**config.mk**
```make
export PLATFORM = sky130hd
export DESIGN_NAME = gravity_timer
export DESIGN_NICKNAME = d
export VERILOG_FILES = /design/src/rtl/gravity_timer.sv
export SDC_FILE = /design/constraint.sdc
export NUM_CORES = 1
export LEC_CHECK = 0
export CAP_MARGIN = 20
export CORE_ASPECT_RATIO = 0.8
export CORE_MARGIN = 5
export CORE_UTILIZATION = 45
export DETAILED_ROUTE_END_ITERATION = 7
export PLACE_DENSITY = 0.76
export SLEW_MARGIN = 15
export SYNTH_ARGS = -nofsm -noshare
export SYNTH_HDL_FRONTEND = slang
export SYNTH_SLANG_ARGS = --single-unit
```
**constraint.sdc**
```tcl
create_clock -name clk -period 2.5 [get_ports clk]
set_input_delay 0.25 -clock clk [delete_from_list [all_inputs] [get_ports clk]]
set_output_delay 0.25 -clock clk [all_outputs]
set_load 0.1 [all_outputs]
```
**src/rtl/gravity_timer.sv**
```systemverilog
// Gravity timer: counts frame ticks and raises a held drop request when the level/soft-drop period expires.
// Optional feature macro: GRAVITY_MISS_CNT_EN builds the saturating 8-bit missed-expiry counter.
module gravity_timer #(
  parameter int BASE_FRAMES      = 48,
  parameter int FRAMES_PER_LEVEL = 2,
  parameter int MIN_FRAMES       = 2,
  parameter int SOFT_FRAMES      = 3,
  parameter int LEVEL_W          = 5,
  localparam int FRAME_W         = $clog2(BASE_FRAMES + 1)
) (
  input  logic               clk,
  input  logic               iReset,
  input  logic               iTick,
  input  logic               iRun,
  input  logic [LEVEL_W-1:0] iLevel,
  input  logic               iSoftDrop,
  input  logic               iDropAck,
  output logic               oDropReq,
  output logic [FRAME_W-1:0] oFrameCount,
  output logic [7:0]         oMissCount
);

  localparam int PROD_W = LEVEL_W + FRAME_W;
  localparam int CNT_W  = FRAME_W + 1;
  localparam logic [PROD_W-1:0] DROP_LIMIT = PROD_W'(BASE_FRAMES - MIN_FRAMES);

  typedef enum logic [1:0] {
    IDLE  = 2'd0,
    COUNT = 2'd1,
    REQ   = 2'd2
  } stateT;

  stateT              state;
  stateT              nextState;
  logic [FRAME_W-1:0] count;
  logic [FRAME_W-1:0] nextCount;
  logic               dropReq;
  logic [PROD_W-1:0]  product;
  logic [FRAME_W-1:0] period;
  logic [CNT_W-1:0]   countInc;
  logic               expiry;

  assign product  = PROD_W'(iLevel) * PROD_W'(FRAMES_PER_LEVEL);
  assign countInc = {1'b0, count} + CNT_W'(1);
  // A period that shrank below the current count still expires on the next tick.
  assign expiry   = iTick && (countInc >= {1'b0, period});

  // Period select: soft drop overrides; a large level product clamps to the floor instead of underflowing.
  always_comb begin
    period = FRAME_W'(MIN_FRAMES);
    if (iSoftDrop) begin
      period = FRAME_W'(SOFT_FRAMES);
    end else if (product >= DROP_LIMIT) begin
      period = FRAME_W'(MIN_FRAMES);
    end else begin
      period = FRAME_W'(PROD_W'(BASE_FRAMES) - product);
    end
  end

  // Next-state and next-count logic; ack never touches the count.
  always_comb begin
    nextState = state;
    nextCount = count;
    if (!iRun) begin
      nextState = IDLE;
      nextCount = '0;
    end else begin
      case (state)
        IDLE: begin
          nextState = COUNT;
          nextCount = '0;
        end
        COUNT: begin
          if (iTick) begin
            nextCount = expiry ? '0 : countInc[FRAME_W-1:0];
          end else begin
            nextCount = count;
          end
          nextState = expiry ? REQ : COUNT;
        end
        REQ: begin
          if (iTick) begin
            nextCount = expiry ? '0 : countInc[FRAME_W-1:0];
          end else begin
            nextCount = count;
          end
          if (expiry) begin
            nextState = REQ;
          end else if (iDropAck) begin
            nextState = COUNT;
          end else begin
            nextState = REQ;
          end
        end
        default: begin
          nextState = IDLE;
          nextCount = '0;
        end
      endcase
    end
  end

  // State, count and registered request.
  always_ff @(posedge clk) begin
    if (iReset) begin
      state   <= IDLE;
      count   <= '0;
      dropReq <= 1'b0;
    end else begin
      state   <= nextState;
      count   <= nextCount;
      dropReq <= (nextState == REQ);
    end
  end

  assign oDropReq    = dropReq;
  assign oFrameCount = count;

`ifdef GRAVITY_MISS_CNT_EN
  logic [7:0] missCount;
  logic       missInc;

  // An expiry while a request is still pending and unacked is a lost drop.
  assign missInc = iRun && (state == REQ) && expiry && !iDropAck;

  // Saturating miss counter; survives iRun=0, cleared only by reset.
  always_ff @(posedge clk) begin
    if (iReset) begin
      missCount <= 8'd0;
    end else if (missInc && (missCount != 8'd255)) begin
      missCount <= missCount + 8'd1;
    end else begin
      missCount <= missCount;
    end
  end

  assign oMissCount = missCount;
`else
  assign oMissCount = 8'd0;
`endif

endmodule

```
Word level (Yosys, flattened, before mapping):

Cells that the tools add are included.

* eq/ne operators: 3
* magnitude comparators: 2
* bitwise logic cells: 2
* $add $sub $neg: 2
* mux-type cells: 8
* reduce and logical (&&, ||, !) cells: 4

Operator list (number)
* $mux W6: 3
* $mux W2: 4
* $add A6 B1 Y7 const B: 1
* $ge A7 B6 Y1: 1
* $ge A6 B6 Y1 const B: 1
* $pmux W2 S3: 1
* $sub A6 B6 Y6 const A: 1
* $eq A2 B2 Y1 const B: 2
* $reduce_or A3 Y1: 1
* $eq A2 B1 Y1 const B: 1
* $logic_not A2 Y1: 1
* $not A1 Y1: 2
* $reduce_or A2 Y1: 1
* $logic_and A1 B1 Y1: 1

* input port bits: 11
* word-level logic and storage cells: 24
* flip-flop bits (word level): 9
* output and inout bits: 15

Logic depth before layout (Yosys ltp):

Gate-level depths: netlist of the first run.

* depth in word-level cells: 9
* gate-level depth with buffers: 11
* mapped depth without buffers: 11

Worst setup path after synthesis of the first run:

OpenSTA, ideal clock, no wires.

* path type: register to register
* start: reg count[0] (netlist: oFrameCount[0])
* end: reg count[1] (netlist: oFrameCount[1])
* cell stages (with the launch flop): 10
* arrival time: 2782 ps
* required time: 2433 ps
* clock period less this slack: 2849 ps
* buffers on the path: 0
* path slack: -349 ps
* cells stage by stage: dfxtp_1 > ha_1 > and3_4 > xor2_1 > ha_1 > a21o_1 > a21oi_1 > o211ai_2 > a21o_4 > nor2_2

* cells in the longest elaborated chain, start to end: 4

RTL lines
* start, declared: RTL line 35 `logic [FRAME_W-1:0] count;`
* start signal, assigned: RTL line 111 `count <= nextCount;`
* $add A6 B1 Y7 (*): RTL line 44 `assign countInc = {1'b0, count} + CNT_W'(1);`
* $ge A7 B6 Y1: RTL line 46 `assign expiry = iTick && (countInc >= {1'b0, period});`
* $logic_and A1 B1 Y1: RTL line 46
* $mux W6 (*): RTL line 75, 83

Mark *: on every way between the ends. The rest lies on a longest branch, timed or not.
A chain may end at the register's enable or synchronous reset.

Final worst setup path of the first run:

* start: reg count[0] (netlist: oFrameCount[0])
* end: reg count[3] (netlist: oFrameCount[3])

Same word-level chain as after synthesis.

==> flow_summary.json, run 1 <==
{
  "outcome": "finished clean",
  "clkSlewWorstSetupHoldPaths_ns": 0.07,
  "antenna_cells": 0,
  "starting_utilization_of_the_core_area": 0.489,
  "finalWirelength_um": 1640,
  "area.growth.synth_to_final_pct": 30.1,
  "final_layout_size_suffix_gt1_frac": 0.310,
  "global_route_total_overflow": 0,
  "vdd_ir_drop_max_v": 0.000260,
  "gpl.final_weighted_congestion": 0.721,
  "routed-wl-met3_um": 115,
  "critPathArrivalTime_ns": 2.46,
  "drc_violations_left": 0,
  "cts_sinks": 9,
  "dp_hpwl_um": 1390,
  "final_antenna_net_count": 0,
  "met2_length_um": 728,
  "postLayoutCoreUtil": 0.636,
  "final_hold_viols": 0,
  "path_max_fanout": 6,
  "holdBufCountCts": 0,
  "pwr_density_cell_nw_per_um2": 357,
  "post-route-min-period_ns": 2.25,
  "vias": 681,
  "avgViaCountPerCell": 4.93,
  "instances_no_fill": 138,
  "clock_latency_late_sink_ns": 0.27,
  "floorplan_die_area_um2": 2800,
  "placement_rows": 13,
  "yosys.cell_types.count": 31,
  "yosys.cell_count.top_type": "ha_1",
  "grt_first_pass_wirelength_um": 2780,
  "async_flop_share": 0,
  "yosysWarnings": 0,
  "worstSetupStartpointType": "flop",
  "fraction_of_synthesized_cell_area_taken_by_the_top_area_cell_type": 0.218,
  "first_global_vias": 665,
  "synth_area_leaders": "dfxtp_1 22%, ha_1 20%, xor2_1 7.4%",
  "end_kind": "flop",
  "synth_top_area_cell": "dfxtp_1",
  "worst-path-buf-inv": 0,
  "slew_viol_final": 0,
  "synth_enable_flop_cells": 0,
  "final-setup-viol-count": 0,
  "tritoncts": "done",
  "antenna_found_initial": 0,
  "crit_path_category": "reg2reg",
  "synth_seq_area_share": 0.218,
  "synthTopCellsByCount": "13 x ha_1, 9 x dfxtp_1, 8 x buf_4",
  "worst_path_top_cell_family_by_delay": "compound AO/OA/AOI/OAI gates",
  "clock_skew_ns": 0.00769,
  "postSynthCellCount": 93,
  "die_height_um": 48.3,
  "fp.coreArea_um2": 1690,
  "netlist_area_um2": 827,
  "drt_first_pass_iters": 4,
  "num_ports": 26,
  "io_port_bufs": 17,
  "groute.usage.overall": 0.128,
  "critPathSlowestCell": "dfxtp_2",
  "met1Wirelength_um": 763,
  "wl_per_cell_um": 11.9,
  "clock_tree.buffer_depth": 2,
  "cp_data_required_time_ns": 2.71,
  "avgSynthCellArea_um2": 8.89,
  "leakage_nw": 0.512,
  "cts_buffers": 3,
  "max_cap_violations": 0,
  "timing.hold.ws_ns": 0.559,
  "fin_nets": 141,
  "worstHoldPathType": "reg2reg",
  "route.top_layer_used": "met4",
  "timing.critical_path.slowest_cell_delay_ns": 0.39,
  "path_cells": "ha_1 > and3_4 > xor2_1 > ha_4 > a21o_1 > a21oi_2 > o211ai_2 > a21o_4 > nor2_2",
  "ctsHtreeMaxLevel": 1,
  "numPlacedInstances": 134,
  "drt_iter0_markers": 8,
  "die_x_um": 57.9,
  "tns_ns": 0,
  "cts_post_setup_buffers_inserted": 0,
  "yosys_register_bits": 9,
  "max_clock_freq_mhz": 444,
  "ys_dominant_reg_cell": "dfxtp_1",
  "fin_crit_sh": 0.900,
  "clock-root-buffer": "clkbuf_4",
  "largest_net_degree_at_the_start_of_global_routing": 10,
  "rsz0062_at_grt": "false"
}
-- cells by family after synthesis --
| family | after synthesis | synth area share |
|---|---|---|
| other | 1 | 0.00453 |
| and+or+nand+nor | 31 | 0.224 |
| adders and majority gates | 13 | 0.197 |
| AOI/OAI and AO/OA | 15 | 0.142 |
| DFF | 9 | 0.218 |
| xor gates and xnor gates | 10 | 0.106 |
| buffers and inverters | 13 | 0.0968 |
| muxes | 1 | 0.0121 |
-- state kept, by name (all words and copies together), names as in the netlist --
register and flops:
state 2, oFrameCount 6, oDropReq 1
-- routing by layer --
metal | vias up | track usage
met4 | 0 | 0.0579
met2 | 21 | 0.186
met3 | 5 | 0.0503
li1 | 349 | -
met5 | - | 0
met1 | 306 | 0.165
-- per-stage QoR --
| stage | cell area (um2) | worst slack [ns] | power (W) |
|---|---|---|---|
| after floorplan | 858 | 0.0253 | 0.000248 |
| after global placement | 1000 | -0.272 | 0.000266 |
| after detailed placement | 1000 | -0.378 | 0.000269 |
| after CTS | 1030 | 0.00727 | 0.000386 |
| after global routing | 1080 | 0.123 | 0.000406 |
| final | 1080 | 0.249 | 0.000384 |
-- layout make-up --
| cell class | count | area [um2] |
|---|---|---|
| fill | 142 | 616 |
| clock inverter | 1 | 5.00 |
| sequential | 9 | 185 |
| multi-input combinational | 78 | 633 |
| inverter | 4 | 15.0 |
| tap | 22 | 27.5 |
| clock buffer | 3 | 22.5 |
| timing repair buffer | 21 | 188 |
-- cell usage in the layout (no fill, tap or decap), drive strengths merged --
master and n:
a211o 1, a21o 5, a21oi 5, a31oi 1, and2 1, and3 1, buf 11, clkbuf 3
clkdlybuf4s50 8, clkinv 1, conb 8, dfxtp 9, dlymetal6s2s 2, ha 13, inv 4, mux2i 1
nand2 6, nand2b 3, nand3 4, nand3b 2, nand4 1, nor2 10, nor3 1, nor3b 1
nor4b 1, o2111ai 1, o211ai 1, o21a 1, xnor2 3, xor2 7
-- report_power, final --
part / switching [W] / internal (W) / leakage (nW)
Clock: 0.0000561 / 0.0000591 / 0.0177
Sequential: 0.00000145 / 0.000145 / 0.0748
Combinational: 0.0000854 / 0.0000369 / 0.420
Total: 0.000143 / 0.000241 / 0.512
-- worst min-delay path: cells and delay by family (launching register included) --
| family | cells | cell delay, ns |
|---|---|---|
| flip-flops | 1 | 0.37 |
| multiplexers | 1 | 0.09 |
| AND/OR/NAND/NOR | 1 | 0.07 |
-- repair_timing --
action / in CTS / in global routing
pin swaps: 1 / 4
resized for setup: 1 / 7
endpoints found under the setup margin: 7 / 9
-- worst paths after layout --
| path | from | to | slack, ns | cells after the start |
|---|---|---|---|---|
| worst max-delay path | oFrameCount[0] | oFrameCount[3] | 0.25 | 9 |
| worst min-delay path | oFrameCount[1] | oFrameCount[1] | 0.56 | 2 |
| worst max register to register | oFrameCount[0] | oFrameCount[3] | 0.25 | 9 |
| worst min register to register | oFrameCount[1] | oFrameCount[1] | 0.56 | 2 |
Power figures use the tool's default switching activity.
==> run 2: changes to the inputs <==
Settings changed: CORE_UTILIZATION 45 to 49, GPL_TIMING_DRIVEN set to 0, PLACE_DENSITY 0.76 to 0.82.
Clock period 2.5 ns to 2.6 ns, I/O delays scaled along.
==> flow_summary.json, run 2 (synthesis gave the netlist of run 1 again) <==
{
  "max_cap_violations": 0,
  "rr_startpoint": "oFrameCount[0]",
  "ctsHtreeMaxLevel": 1,
  "worst_r2r_path_depth": 9,
  "tns_ns": 0,
  "final_antenna_net_count": 0,
  "min_delay_worst_endpoint": "state[1]",
  "max_clock_freq_mhz": 445,
  "register_area_um2": 185,
  "pwr_density_cell_nw_per_um2": 339,
  "io_port_bufs": 16,
  "holdBufCountCts": 0,
  "floorplan_die_area_um2": 2610,
  "dp_hpwl_um": 1380,
  "worstHoldStart": "iTick",
  "groute.usage.overall": 0.134,
  "final_hold_viols": 0,
  "drt_first_pass_iters": 4,
  "slew_viol_final": 0,
  "largest_reg_flops": 6,
  "cellInternalPower_w": 0.000235,
  "die_x_um": 55.9,
  "maxSlewHeadroom": 0.352,
  "end_kind": "flop",
  "tritoncts": "done",
  "final-setup-viol-count": 0,
  "clock-root-buffer": "clkbuf_4",
  "clock_latency_late_sink_ns": 0.26,
  "avgViaCountPerCell": 4.73,
  "clkSlewWorstSetupHoldPaths_ns": 0.06,
  "worstSetupStartpointType": "primary input",
  "drc_violations_left": 0,
  "antenna_found_initial": 0,
  "fin_nets": 145,
  "path_max_fanout": 6,
  "max_slew.worst_pin.slew_ns": 0.968,
  "most-common-layout-cells": "14 x clkdlybuf4s50_1, 13 x ha_1, 8 x buf_4, 8 x conb_1, 7 x xor2_1",
  "netSwitchingPower_w": 0.000134,
  "critical_path.reg2reg.endpoint": "oFrameCount[2]",
  "rrSetupSlack_ns": 0.36,
  "wl_per_cell_um": 11.2,
  "antenna_cells": 0,
  "cts_sinks": 9,
  "fp.coreArea_um2": 1610,
  "cp_data_required_time_ns": 2.79,
  "crit_path_category": "in2reg",
  "fin_crit_sh": 0.864,
  "drt_iter0_markers": 19,
  "final_layout_size_suffix_gt1_frac": 0.258,
  "vias": 671,
  "placement_rows": 13,
  "cts_post_setup_buffers_inserted": 0,
  "total_area_of_multi_input_combinational_cells_um2": 603,
  "largest_net_degree_at_the_start_of_global_routing": 10,
  "area.growth.synth_to_final_pct": 31.6,
  "die_height_um": 46.7,
  "critPathArrivalTime_ns": 2.44,
  "grt_first_pass_wirelength_um": 2730,
  "vdd_ir_drop_max_v": 0.000384,
  "post-route-min-period_ns": 2.25,
  "clock_tree.buffer_depth": 2,
  "clock_skew_ns": 0.00689,
  "power.share.clock": 0.290,
  "fin_area_um2": 1090,
  "gpl.final_weighted_congestion": 0.759,
  "worstHoldPathType": "in2reg",
  "hold_critical_path_depth": 3,
  "global_route_total_overflow": 0,
  "first_global_vias": 655,
  "seq_power_share": 0.381,
  "cts_buffers": 3,
  "timing.hold.ws_ns": 0.360,
  "finalWirelength_um": 1600,
  "num_ports": 26,
  "outcome": "finished clean",
  "layout.cells.most_common": "clkdlybuf4s50_1",
  "leakage_nw": 0.523,
  "pwr-share-comb": 0.329,
  "rsz0062_at_grt": "false",
  "placed_area_um2": 1050,
  "swShare": 0.363,
  "fillers": 135,
  "starting_utilization_of_the_core_area": 0.514
}
==> run 2: per-layer routing <==
layer,track usage,vias up,part of all wire
met2,0.238,15,0.47
met4,0.0190,0,0
met3,0.0549,0,0.050
li1,-,359,-
met5,0,-,0
met1,0.160,297,0.48
==> run 2: power by group through the flow <==
stage          clock [W]  combinational, W  sequential, W
4_1_cts         0.000113          0.000120       0.000141
6_report        0.000107          0.000121       0.000141
2_1_floorplan          0         0.0000923       0.000146
5_1_grt         0.000118          0.000129       0.000141
3_3_place_gp           0          0.000117       0.000144
3_5_place_dp           0          0.000119       0.000144
==> run 2: how the worst max path moves through the flow <==
| stage | endpoint | from |
|---|---|---|
| 3_5_place_dp | oFrameCount[2] | iLevel[0] |
| 3_3_place_gp | oFrameCount[2] | iLevel[0] |
| 5_1_grt | oFrameCount[2] | oFrameCount[0] |
| 6_report | oFrameCount[2] | iLevel[0] |
| 4_1_cts | oFrameCount[2] | iLevel[0] |
| 2_1_floorplan | oFrameCount[1] | oFrameCount[0] |
==> run 2: timing repair <==
| action | in CTS | in global routing |
|---|---|---|
| pin swaps | 0 | 2 |
| resized for setup | 1 | 3 |
| setup endpoints to repair | 6 | 9 |
==> run 2: layout make-up <==
type / instances / share of cell area
clock inverter: 1 / 0.00460
multi-input combinational: 78 / 0.554
buffer: 9 / 0.0598
clock buffer: 3 / 0.0207
sequential: 9 / 0.170
tap: 22 / 0.0253
timing repair buffer: 16 / 0.152
inverter: 4 / 0.0138
==> run 2: through the flow <==
| step | util | std cells | total power [W] | setup WS (ns) |
|---|---|---|---|---|
| after floorplan | - | 100 | 0.000238 | 0.125 |
| after global routing | 0.676 | 142 | 0.000388 | 0.223 |
| after CTS | 0.669 | 142 | 0.000374 | 0.00182 |
| final | 0.676 | 142 | 0.000369 | 0.354 |
| after global placement | 0.650 | 138 | 0.000261 | -0.265 |
| after detailed placement | 0.650 | 138 | 0.000263 | -0.347 |
==> run 2: worst max-delay path: stages <==
cell and delay [ns]:
dlymetal6s2s_1 0.16, ha_1 0.21, a21o_1 0.15, a21o_1 0.18
a21oi_2 0.19, nand2_1 0.08, ha_1 0.29, a21o_1 0.17
a21oi_1 0.18, o211ai_2 0.18, a21o_4 0.28, nor2_2 0.10
